==> src/rtl/instr_fetch_unit_if.sv <==
// ----------------------------------------------------------------------------
// instr_fetch_unit_if
// Groups the instruction-memory read bus and the decode-side handshake of the
// fetch unit.
//   imem_req/imem_addr      fetch -> memory  read request and word address
//   imem_gnt                memory -> fetch  request accepted this cycle
//   imem_rvalid/imem_rdata  memory -> fetch  read response
//   instr_valid/data/pc     fetch -> decode  fetched instruction and its address
//   decode_ready            decode -> fetch  instruction accepted
// Modports: master = fetch unit, slave = memory/decode side.
// ----------------------------------------------------------------------------
interface instr_fetch_unit_if #(
    parameter int unsigned ADDR_W = 8,
    parameter int unsigned DATA_W = 32
);
    logic              imem_req;
    logic [ADDR_W-1:0] imem_addr;
    logic              imem_gnt;
    logic              imem_rvalid;
    logic [DATA_W-1:0] imem_rdata;
    logic              instr_valid;
    logic [DATA_W-1:0] instr_data;
    logic [ADDR_W-1:0] instr_pc;
    logic              decode_ready;

    modport master (
        output imem_req, imem_addr, instr_valid, instr_data, instr_pc,
        input  imem_gnt, imem_rvalid, imem_rdata, decode_ready
    );

    modport slave (
        input  imem_req, imem_addr, instr_valid, instr_data, instr_pc,
        output imem_gnt, imem_rvalid, imem_rdata, decode_ready
    );
endinterface

==> src/rtl/instr_fetch_unit.sv <==
// ----------------------------------------------------------------------------
// instr_fetch_unit
// Owns the PC, issues one word read at a time to instruction memory and hands
// each instruction, tagged with its address, to decode over valid/ready.
// Branch redirects take priority over everything; stall only blocks new issue.
//
// Ports:
//   clk            rising-edge clock
//   reset_n        asynchronous active-low reset
//   stall          blocks IDLE->REQ and HOLD->REQ
//   branch_valid   one-cycle redirect strobe
//   branch_target  redirect address
//   stall_cycles   (FETCH_PERF_CNT_EN only) saturating stall/back-pressure count
//   bus            instr_fetch_unit_if.master: memory bus and decode handshake
//
// Optional feature macro: FETCH_PERF_CNT_EN
// ----------------------------------------------------------------------------
module instr_fetch_unit #(
    parameter int unsigned       ADDR_W   = 8,
    parameter int unsigned       DATA_W   = 32,
    parameter logic [ADDR_W-1:0] RESET_PC = '0
) (
    input  logic               clk,
    input  logic               reset_n,
    input  logic               stall,
    input  logic               branch_valid,
    input  logic [ADDR_W-1:0]  branch_target,
`ifdef FETCH_PERF_CNT_EN
    output logic [15:0]        stall_cycles,
`endif
    instr_fetch_unit_if.master bus
);

    typedef enum logic [1:0] {StIdle, StReq, StWait, StHold} state_e;

    localparam logic [ADDR_W-1:0] PcOne = 1;

    state_e            state_q, state_d;
    logic [ADDR_W-1:0] pc_q, pc_d;
    logic              req_q, req_d;
    logic              valid_q, valid_d;
    logic [DATA_W-1:0] data_q, data_d;
    logic [ADDR_W-1:0] ipc_q, ipc_d;
    logic              squash_q, squash_d;
    logic              grant;

    // A grant only counts while we are actually requesting.
    assign grant = req_q & bus.imem_gnt;

    always_ff @(posedge clk or negedge reset_n) begin
        if (!reset_n) begin
            state_q  <= StIdle;
            pc_q     <= RESET_PC;
            req_q    <= 1'b0;
            valid_q  <= 1'b0;
            data_q   <= '0;
            ipc_q    <= '0;
            squash_q <= 1'b0;
        end else begin
            state_q  <= state_d;
            pc_q     <= pc_d;
            req_q    <= req_d;
            valid_q  <= valid_d;
            data_q   <= data_d;
            ipc_q    <= ipc_d;
            squash_q <= squash_d;
        end
    end

    always_comb begin
        state_d  = state_q;
        pc_d     = pc_q;
        valid_d  = valid_q;
        data_d   = data_q;
        ipc_d    = ipc_q;
        squash_d = squash_q;

        // The response to a redirected-away fetch is swallowed here.
        if (squash_q && bus.imem_rvalid) begin
            squash_d = 1'b0;
        end

        case (state_q)
            StIdle: begin
                if (!stall) begin
                    state_d = StReq;
                end
            end
            StReq: begin
                // rvalid is deliberately ignored here, including the grant cycle.
                if (grant) begin
                    state_d = StWait;
                end
            end
            StWait: begin
                if (bus.imem_rvalid) begin
                    data_d  = bus.imem_rdata;
                    ipc_d   = pc_q;
                    valid_d = 1'b1;
                    state_d = StHold;
                end
            end
            StHold: begin
                if (bus.decode_ready) begin
                    valid_d = 1'b0;
                    pc_d    = pc_q + PcOne;
                    state_d = stall ? StIdle : StReq;
                end
            end
            default: state_d = StIdle;
        endcase

        if (branch_valid) begin
            pc_d    = branch_target;
            valid_d = 1'b0;
            state_d = stall ? StIdle : StReq;
            if (state_q == StReq && grant) begin
                squash_d = 1'b1;
            end
            // A response landing in the redirect cycle is already dropped, so
            // only arm the squash if it is still outstanding.
            if (state_q == StWait) begin
                squash_d = !bus.imem_rvalid;
            end
        end
    end

    // Request is a register; hold it off while an old response is pending.
    assign req_d = (state_d == StReq) && !squash_d;

    assign bus.imem_req    = req_q;
    assign bus.imem_addr   = pc_q;
    assign bus.instr_valid = valid_q;
    assign bus.instr_data  = data_q;
    assign bus.instr_pc    = ipc_q;

`ifdef FETCH_PERF_CNT_EN
    logic [15:0] cnt_q;

    always_ff @(posedge clk or negedge reset_n) begin
        if (!reset_n) begin
            cnt_q <= '0;
        end else if (((stall && state_q == StIdle) || (req_q && !bus.imem_gnt))
                     && cnt_q != 16'hFFFF) begin
            cnt_q <= cnt_q + 16'd1;
        end
    end

    assign stall_cycles = cnt_q;
`endif

endmodule

==> src/flat_wrapper.sv <==
// flat-port wrapper written by rule: the top's interface ports become plain ports
module instr_fetch_unit_flat 
#(
    parameter int unsigned       ADDR_W   = 8,
    parameter int unsigned       DATA_W   = 32,
    parameter logic [ADDR_W-1:0] RESET_PC = '0
)
  (clk, reset_n, stall, branch_valid, branch_target, bus_imem_req, bus_imem_addr, bus_instr_valid, bus_instr_data, bus_instr_pc, bus_imem_gnt, bus_imem_rvalid, bus_imem_rdata, bus_decode_ready);
  instr_fetch_unit_if #(.ADDR_W(ADDR_W), .DATA_W(DATA_W)) bus_i ();
  input  logic clk;
  input  logic reset_n;
  input  logic stall;
  input  logic branch_valid;
  input  logic [ADDR_W-1:0] branch_target;
  output wire logic [$bits(bus_i.imem_req)-1:0] bus_imem_req;
  output wire logic [$bits(bus_i.imem_addr)-1:0] bus_imem_addr;
  output wire logic [$bits(bus_i.instr_valid)-1:0] bus_instr_valid;
  output wire logic [$bits(bus_i.instr_data)-1:0] bus_instr_data;
  output wire logic [$bits(bus_i.instr_pc)-1:0] bus_instr_pc;
  input wire logic [$bits(bus_i.imem_gnt)-1:0] bus_imem_gnt;
  input wire logic [$bits(bus_i.imem_rvalid)-1:0] bus_imem_rvalid;
  input wire logic [$bits(bus_i.imem_rdata)-1:0] bus_imem_rdata;
  input wire logic [$bits(bus_i.decode_ready)-1:0] bus_decode_ready;
  assign bus_imem_req = bus_i.imem_req;
  assign bus_imem_addr = bus_i.imem_addr;
  assign bus_instr_valid = bus_i.instr_valid;
  assign bus_instr_data = bus_i.instr_data;
  assign bus_instr_pc = bus_i.instr_pc;
  assign bus_i.imem_gnt = bus_imem_gnt;
  assign bus_i.imem_rvalid = bus_imem_rvalid;
  assign bus_i.imem_rdata = bus_imem_rdata;
  assign bus_i.decode_ready = bus_decode_ready;
  instr_fetch_unit #(.ADDR_W(ADDR_W), .DATA_W(DATA_W), .RESET_PC(RESET_PC)) u_core (.clk(clk), .reset_n(reset_n), .stall(stall), .branch_valid(branch_valid), .branch_target(branch_target), .bus(bus_i));
endmodule
==> config.mk <==
export PLATFORM = sky130hd
export DESIGN_NAME = instr_fetch_unit_flat
export DESIGN_NICKNAME = d
export VERILOG_FILES = /design/src/rtl/instr_fetch_unit_if.sv /design/src/rtl/instr_fetch_unit.sv /design/src/flat_wrapper.sv
export SDC_FILE = /design/constraint.sdc
export NUM_CORES = 1
export LEC_CHECK = 0
export BUFFER_PORTS_ARGS = -buffer_cell sky130_fd_sc_hd__buf_2
export CORE_ASPECT_RATIO = 0.8
export CORE_MARGIN = 2
export CORE_UTILIZATION = 42
export CTS_CLUSTER_DIAMETER = 200
export DETAILED_ROUTE_END_ITERATION = 6
export PLACE_DENSITY = 0.79
export SLEW_MARGIN = 20
export SYNTH_ARGS = -nofsm -noshare
export SYNTH_HDL_FRONTEND = slang
export SYNTH_SLANG_ARGS = --single-unit
export TNS_END_PERCENT = 50
==> constraint.sdc <==
create_clock -name clk -period 1.3 [get_ports clk]
set_input_delay 0 -clock clk [delete_from_list [all_inputs] [get_ports clk]]
set_output_delay 0 -clock clk [all_outputs]
set_load 0.005 [all_outputs]
==> results.md <==
* Status: finished, violations left
* Failing checks: setup timing
* Final period util at 105%
* Min Tclk post-route at 1.36 ns
* CP delay by family, top: compound AO/OA/AOI/OAI gates
* Area grow syn2layout at 54.4%
* Share of cells above drive strength 1 at 54.5%
* Number of max-cap violations at 0
* Leading area contributor after synthesis: dfrtp_1
* Max stage delay on crit path at 0.40 ns
* First-pass DRT Iterations at 4
* GP Congestion at 0.878
* # diodes at 0
* Top cell type's share of synthesized area at between 50% and 60%
* Initial Util at 44.2%
* Clock Sinks at 53
* Core region area at 5060 µm²
* Post-synthesis cell count at 160
* Post-route ant nets at 0
* First-pass GRT wire length at 7760 µm
* Via-per-instance ratio at 4.79
* Final setup skew at 0.00358 ns
* Final Slew Violations at 0
* CP required at 1.52 ns
* Hold slack at 0.0386 ns
* TritonCTS buffer count at 5
* Final setup margin at -0.0632 ns
* RSZ-0062 raised after global routing: true
* Fmax achieved at between 700 and 800 MHz
* Final setup violating endpoints at 35
* Arrival time worst endpoint at between 1.5 and 2 ns
* CP Launch Type: flop
* Synth Warn # at 0
* Synth cell types at 33
* Leak pwr at 1.79 nW
* Design Power at 5.14 mW
* DIE HEIGHT at about 70 µm
* Crit path buffers/inverters at 0
* Area of the multi-input gates at 897 µm²
* Avg Inst Size Synth at 14.0 µm²
* Fin util at 68.2%
* Most common cell after layout, fill and taps aside: buf_2
* Setup crit end kind: flop
* Antenna violations before repair at 0
* Maximum fanout along the worst path at 2
* Fin nets at 361
* Peak VDD IR at about 0.98 mV
* Reg clk slew, reported paths at 0.09 ns
* Detailed-route via count at 1800
* Clk root buf: clkbuf_8
* Final hold vios at 0
* Post-Syn Area at about 2200 µm²
* CP Cell Sequence: and2_2, o2111a_1, a2111oi_4, nor3b_2
* Worst Tran Pin Value at about 0.29 ns
* Commonest cells after routing, fill and taps aside: 96 x buf_2, 50 x dfrtp_1, 42 x dlygate4sd3_1
* Area contributors post-synth: dfrtp_1 59%, mux2_2 20%, xor2_1 2.3%
* Filler instances at 375
* Slowest-stage cell, CP: dfrtp_1
* Power Dens Cells at 1490 nW/µm²
* Skew-Pair Late Insertion Delay at 0.29 ns
* Hpwl dp at 3210 µm
* Post-Place Cells at 321
* Layout Cells excl Fill at 376
* TritonCTS clock tree: yes
* Slew HR at 80.8%
* Area of placed instances at ~2900 µm²
* Starting DRC count in detailed routing at between 40 and 50
* DRC violations left at 0
* WL final at 5050 µm
* Final instance area at around 3500 µm²
* Reg area at approximately 1300 µm²
* Die ar. at between 5000 and 6000 µm²
* Grt total ovfl at 0
* Floorplan row count at 23
* Seq/Total Area, Yosys at about three fifths
* H-tree Lvls at 2
* Worst slack, placed at -0.0992 ns
* DR WL/cell at 13.4 µm
* Largest net degree at the start of global routing at 54
* Tot GR Track Use at 16.3%
* PortBufs at 96
* Min-Delay Path Class: in2reg
* Syn Nets at about 210
* Number of synthesized register bits at 53
* Io pins at between 90 and 100
* Setup CP Type: reg2reg
* Final TNS setup at -1.25 ns
* Vias in the first global route at 1771
* Die width at 85.6 µm
* Clock buffer depth at 2
==> worst reg2reg max path, cell delays in order, from the launching register on <==
cell and delay, ns:
dfrtp_1 0.40, and2_2 0.21, o2111a_1 0.28, a2111oi_4 0.21, nor3b_2 0.20
==> per-layer routing <==
layer | GRT usage [%] | up-vias | wire length [µm] | share of wire, %
met5 | 0 | - | 0 | 0
met4 | 4.94 | 0 | 68 | 1.3
met3 | 4.17 | 8 | 282 | 5.6
met2 | 29.3 | 56 | 2590 | 51
met1 | 18.9 | 869 | 2110 | 42
li1 | - | 867 | - | -
==> cell usage after synthesis, drive strengths merged <==
cell     number
and2b         1
nand3         2
o21ai         8
clkbuf        2
nand4b        1
mux2i         1
nand4         3
a21oi         4
and4          1
xor2          6
or2b          1
a2111oi       1
nand2        11
nor3b         2
and3          2
ha            1
buf           6
a22oi         1
nand3b        1
xnor2         1
inv           2
o2111a        1
nor2          3
and2          3
o22ai         1
nand2b        1
dfrtp        53
mux2         40
==> final cells by class <==
cell class              count  area share [%]
repair buffers            154            30.6
inverters                   2           0.217
well taps                  62            2.25
clock inverters             1           0.217
clock buffers               7            2.21
multi-input cells          97            26.0
flip-flops and latches     53            38.5
==> power by group <==
| group | switching [mW] | internal [mW] | total, mW |
|---|---|---|---|
| Combinational | 0.604 | 1.11 | 1.72 |
| Sequential | 0.308 | 2.23 | 2.54 |
| Clock | 0.495 | 0.382 | 0.877 |
==> state kept, by name (all words and copies together) (netlist names) <==
register / count
u_core.bus.imem_addr: 8
u_core.bus.imem_req: 1
u_core.state_q: 2
u_core.bus.instr_valid: 1
u_core.bus.instr_pc: 8
u_core.bus.instr_data: 32
u_core.squash_q: 1
==> cells by family (layout without fill, tap and decap cells) <==
kind of cell | after synthesis | count (layout) | share of synthesized area (%)
muxes | 41 | 41 | 20.6
xor gates and xnor gates | 7 | 7 | 2.74
buffers and inverters | 10 | 164 | 3.02
and+or+nand+nor | 32 | 32 | 8.78
AOI/OAI and AO/OA | 16 | 16 | 5.03
DFF | 53 | 53 | 59.3
adders and majority gates | 1 | 1 | 0.559
==> timing repair <==
action	in CTS	in global routing
hold buffers	42	0
gates resized for setup	2	16
pin swaps	0	1
setup buffers	1	4
endpoints found under the hold margin	94	0
endpoints found under the setup margin	47	43
==> worst paths after layout <==
kind | to | cells past startpoint | startpoint | slack (ns)
worst max-delay path | u_core.bus.imem_req$_DFF_PN0_ | 4 | u_core.bus.imem_req$_DFF_PN0_ | -0.06
worst min-delay path | u_core.state_q[0]$_DFF_PN0_ | 3 | stall | 0.04
worst max register to register | u_core.bus.imem_req$_DFF_PN0_ | 4 | u_core.bus.imem_req$_DFF_PN0_ | -0.06
worst min register to register | u_core.bus.instr_data[1]$_DFFE_PN0P_ | 1 | u_core.bus.instr_data[1]$_DFFE_PN0P_ | 0.51
max in group asynchronous | u_core.state_q[0]$_DFF_PN0_ | 3 | reset_n | 0.84
min in group asynchronous | u_core.bus.instr_pc[1]$_DFFE_PN0P_ | 3 | reset_n | 0.22
No activity file was read; power rests on OpenSTA's default activity.
